<file path="config.mk">
export PLATFORM = sky130hd
export DESIGN_NAME = oam_dma_ctrl
export DESIGN_NICKNAME = d
export VERILOG_FILES = /design/src/rtl/nes_dma_pkg.sv /design/src/rtl/cpu_cycle_parity.sv /design/src/rtl/oam_dma_ctrl.sv
export SDC_FILE = /design/constraint.sdc
export NUM_CORES = 1
export LEC_CHECK = 0
export CORE_MARGIN = 10
export CORE_UTILIZATION = 40
export CTS_BUF_LIST = sky130_fd_sc_hd__clkbuf_8
export DETAILED_ROUTE_END_ITERATION = 12
export PLACE_DENSITY = 0.7
export SYNTH_ARGS = -nofsm -noshare
export SYNTH_HDL_FRONTEND = slang
export SYNTH_SLANG_ARGS = --single-unit
</file>
<file path="constraint.sdc">
create_clock -name clk -period 4 [get_ports clk]
set_input_delay 0.6 -clock clk [delete_from_list [all_inputs] [get_ports clk]]
set_output_delay 0.6 -clock clk [all_outputs]
set_load 0.02 [all_outputs]
</file>
<file path="src/rtl/nes_dma_pkg.sv">
// Shared types and defaults for the NES sprite DMA path.
// Also used by the APU DMA blocks and their benches.
package nes_dma_pkg;

    typedef enum logic [2:0] {
        IDLE  = 3'd0,
        HALT  = 3'd1,
        ALIGN = 3'd2,
        READ  = 3'd3,
        WRITE = 3'd4
    } dma_state_e;

    localparam logic [15:0] DMA_REG_ADDR_DFLT  = 16'h4014;
    localparam logic [15:0] OAM_DATA_ADDR_DFLT = 16'h2004;
    localparam int          BYTE_COUNT         = 256;
    localparam logic [7:0]  IDX_LAST           = 8'(BYTE_COUNT - 1);
    localparam int          CPU_CYC_W          = 16;

endpackage

</file>
<file path="src/rtl/cpu_cycle_parity.sv">
// Even/odd CPU cycle tracker.
// Flips on every CPU cycle boundary; 0 marks an even cycle.
module cpu_cycle_parity (
    input  logic clk,
    input  logic rst,
    input  logic cpu_ce,
    output logic parity
);

    logic r_parity;

    always_ff @(posedge clk or posedge rst) begin
        if (rst)
            r_parity <= 1'b0;
        else if (cpu_ce)
            r_parity <= ~r_parity;
    end

    assign parity = r_parity;

endmodule

</file>
<file path="src/rtl/oam_dma_ctrl.sv">
// Sprite OAM DMA: halts the CPU on a $4014 write and copies
// one 256-byte page into $2004 with alternating read/write cycles.
module oam_dma_ctrl
    import nes_dma_pkg::*;
#(
    parameter logic [15:0] DMA_REG_ADDR  = DMA_REG_ADDR_DFLT,
    parameter logic [15:0] OAM_DATA_ADDR = OAM_DATA_ADDR_DFLT
) (
    input  logic        clk,
    input  logic        rst,
    input  logic        cpu_ce,
    input  logic [15:0] cpu_addr,
    input  logic [7:0]  cpu_wdata,
    input  logic        cpu_rw,
    output logic        cpu_rdy,
    output logic        dma_active,
    output logic [15:0] dma_addr,
    output logic        dma_rw,
    output logic [7:0]  dma_wdata,
    input  logic [7:0]  dma_rdata
);

    dma_state_e  r_state;
    dma_state_e  w_next;
    logic        w_parity;
    logic        w_hit;
    logic        w_last;
    logic [7:0]  r_page;
    logic [7:0]  r_idx;
    logic [7:0]  r_latch;
    logic [15:0] r_hold_addr;

    cpu_cycle_parity u_parity (
        .clk    (clk),
        .rst    (rst),
        .cpu_ce (cpu_ce),
        .parity (w_parity)
    );

    assign w_hit  = !cpu_rw && (cpu_addr == DMA_REG_ADDR);
    assign w_last = (r_idx == IDX_LAST);

    always_ff @(posedge clk or posedge rst) begin
        if (rst)
            r_state <= IDLE;
        else if (cpu_ce)
            r_state <= w_next;
    end

    // Page, index and read latch only move on CPU cycle boundaries.
    always_ff @(posedge clk or posedge rst) begin
        if (rst) begin
            r_page      <= 8'h00;
            r_idx       <= 8'h00;
            r_latch     <= 8'h00;
            r_hold_addr <= 16'h0000;
        end else if (cpu_ce) begin
            if (r_state == IDLE && w_hit) begin
                r_page      <= cpu_wdata;
                r_idx       <= 8'h00;
                r_hold_addr <= cpu_addr;
            end
            if (r_state == READ)
                r_latch <= dma_rdata;
            if (r_state == WRITE)
                r_idx <= r_idx + 8'h01;
        end
    end

    always_comb begin
        w_next     = r_state;
        cpu_rdy    = 1'b1;
        dma_active = 1'b0;
        dma_addr   = 16'h0000;
        dma_rw     = 1'b1;
        dma_wdata  = 8'h00;
        unique case (r_state)
            IDLE: begin
                if (w_hit)
                    w_next = HALT;
            end
            HALT: begin
                cpu_rdy    = 1'b0;
                dma_active = 1'b1;
                dma_addr   = r_hold_addr;
                // An even HALT is followed by an odd cycle: pad it.
                w_next     = w_parity ? READ : ALIGN;
            end
            ALIGN: begin
                cpu_rdy    = 1'b0;
                dma_active = 1'b1;
                dma_addr   = r_hold_addr;
                w_next     = READ;
            end
            READ: begin
                cpu_rdy    = 1'b0;
                dma_active = 1'b1;
                dma_addr   = {r_page, r_idx};
                w_next     = WRITE;
            end
            WRITE: begin
                cpu_rdy    = 1'b0;
                dma_active = 1'b1;
                dma_addr   = OAM_DATA_ADDR;
                dma_rw     = 1'b0;
                dma_wdata  = r_latch;
                w_next     = w_last ? IDLE : READ;
            end
            default: w_next = IDLE;
        endcase
    end

endmodule

</file>
==> reports/metrics.cfg <==
[timing]
setup_viol = 0
skew_ps = 6.22
maxSlewViolCount = 0
fin_crit_ps = 3230
final.setup.tns_ps = 0
fmax_ghz = 0.310
hold_viol = 0
layout_setup_ws_ps = 773
fin_worst_hold_slack_ps = 480
period_share = 0.807
max_slew_margin = 0.442
tightest_slew_ps = 834
rsz0062_at_grt = false

[global_route]
gr-total-overflow = 0
grt_pass1_vias = 1713
antenna_found_initial = 0
grt_max_degree = 45
grt_use_total = 0.125
grt_pass1_wl_um = 8930

[power_and_ir_drop]
internal-power_mw = 0.633
power.switching_mw = 0.189
total_power_mw = 0.821
pwr_density_cell_nw_per_um2 = 276
clkPwrFrac = 0.368
pwr-share-seq = 0.562
combPwrFrac = 0.070
irDropWorstVdd_mv = 0.173
switching_share = 0.230
p_leak_nw = 1.33

[worst_hold_path]
holdPathEnd = u_parity.parity$_DFFE_PP0P_
hp-class = flip-flop to flip-flop
whs_path_depth = 1
timing.hold.worst.start = u_parity.parity$_DFFE_PP0P_

[floorplanning]
num_rows = 26
design.die.area_um2 = 8850
initial_utilization = 0.422
die_w_um = 94.1
coreArea_um2 = 5200
die_h_um = 94.1
io_pins = 63

[finish]
final_cell_mix = clkdlybuf4s50_1, dfrtp_1, mux2_2, nor2_1
fin_cells = 342
final_common_cell = clkdlybuf4s50_1
syn_to_final_growth_pct = 35.4
utilization = 0.571
drive_gt1_frac = 0.151
nets = 308
insertedDiodeCount = 0
fin_area_um2 = 2970

[critical_path]
setup.worst_path.class = flip-flop to primary output
crit-reg2reg-launch = r_state[1]$_DFFE_PP0P_
cp.required_ps = 3400
r2r_slack_ps = 1690
cp-start-kind = flip-flop
endpoint_kind = primary output
worstPathMaxFanout = 15
cp_data_arrival_time_ps = 2630
regToRegEndpoint = r_latch[0]$_DFFE_PP0P_
r2r_cells = 3

[place]
portBuffers = 62
hpwlAfterDp_um = 3870
dp_slack_ps = 1000
gp_congestion = 0.834
placedInstanceArea_um2 = 2870
dp_cells = 334

[logic_synthesis]
async_flop_share = 1.00
synth_cell_types = 42
synth_nets = 247
netlist.area_leader.share = 0.502
syn_area_um2 = 2190
yosysTopAreaCell = dfrtp_1
yosysSeqAreaShare = 0.502
ys.flop_type = dfrtp_1
synth-edff-count = 0
synth_area_leaders = dfrtp_1, mux2_2, a22oi_1
yosysWarnings = 0
postSynthCellCount = 210
synth-seq-cells = 44
avgSynthCellArea_um2 = 10.5

[route]
drt_first_iter_violations = 82
drc_errors = 0
vias = 1752
wl_met2_um = 2180
wl_per_cell_um = 15.9
met3_wirelength_um = 572
first_pass_iters = 4
finalWirelength_um = 5430
highest_layer = met4
viasPerCell = 5.12
met1_length_um = 2610
postRouteAntennaNets = 0

[clock_network]
postCtsSetupBuffers = 0
htreeDepth = 2
clk_path_buf_depth = 2
cts_root_buffer = clkbuf_8
post_cts_resized = 0
cts_buffers = 5
path_clk_slew_ps = 90
clk_latency_ps = 300
cts_tree = built
cts_sinks = 44
cts_hold_buf = 0

[run_status]
outcome = complete, no violations

[run]
maxCapViolations = 0

==> registers in the layout, summed over array words and instances, names as in the netlist <==
signal	cells
r_hold_addr	16
r_idx	8
r_latch	8
r_page	8
r_state	3
u_parity.parity	1
==> worst max path at each step <==
stage	from	to	slack, ps	cells past startpoint
4_1_cts	r_state[1]$_DFFE_PP0P_	dma_addr[14]	770	4
3_5_place_dp	cpu_ce	r_idx[1]$_DFFE_PP0P_	1000	6
2_1_floorplan	r_state[1]$_DFFE_PP0P_	dma_addr[13]	1910	4
6_report	r_state[1]$_DFFE_PP0P_	dma_addr[8]	770	4
3_3_place_gp	cpu_ce	r_idx[7]$_DFFE_PP0P_	1040	6
5_1_grt	r_state[0]$_DFFE_PP0P_	dma_addr[14]	510	4
==> synthesized netlist by cell type (3+ instances only) <==
library cell,n
or2_2,3
nand2_1,16
o21ai_0,14
clkbuf_1,5
inv_1,3
nor2b_1,16
a22oi_1,16
nor2_1,19
nand3_1,5
and2_1,9
buf_2,4
dfrtp_1,44
mux2_2,21
==> critical path, cell delays in order (launching register included) <==
cell and delay, ps:
dfrtp_1 680, xor2_1 710, a22oi_1 140, nor2_1 160
clkdlybuf4s50_1 620
==> logic make-up (layout without fill, tap and decap cells) <==
| logic type | count (synthesis) | after routing | synth area share |
|---|---|---|---|
| and+or+nand+nor | 86 | 86 | 0.220 |
| DFF | 44 | 44 | 0.502 |
| AOI/OAI and AO/OA | 39 | 39 | 0.117 |
| muxes | 21 | 21 | 0.108 |
| buffers and inverters | 16 | 78 | 0.0353 |
| xor gates and xnor gates | 3 | 3 | 0.0120 |
| adders and majority gates | 1 | 1 | 0.00570 |
==> area by class of cell <==
cell class | count | area (um2)
fill | 470 | 2230
sequential | 44 | 1100
multi-input combinational | 150 | 1020
timing repair buffer | 67 | 658
tap | 70 | 87.6
clock buffer | 6 | 82.6
clock inverter | 2 | 15.0
inverter | 3 | 11.3
==> routing by layer <==
| layer | global-route usage | up-vias |
|---|---|---|
| met5 | 0 | - |
| met2 | 0.174 | 67 |
| met3 | 0.0584 | 7 |
| met1 | 0.165 | 824 |
| met4 | 0.0468 | 0 |
| li1 | - | 854 |
==> power groups by stage <==
stage               registers (mW)  logic (mW)  clock network [mW]
floorplan                    0.469      0.0191                   0
global placement             0.471      0.0573                   0
detailed placement           0.471      0.0583                   0
CTS                          0.462      0.0587               0.311
global route                 0.463      0.0626               0.329
finish                       0.462      0.0576               0.302
No activity file was read; power rests on OpenSTA's default activity.
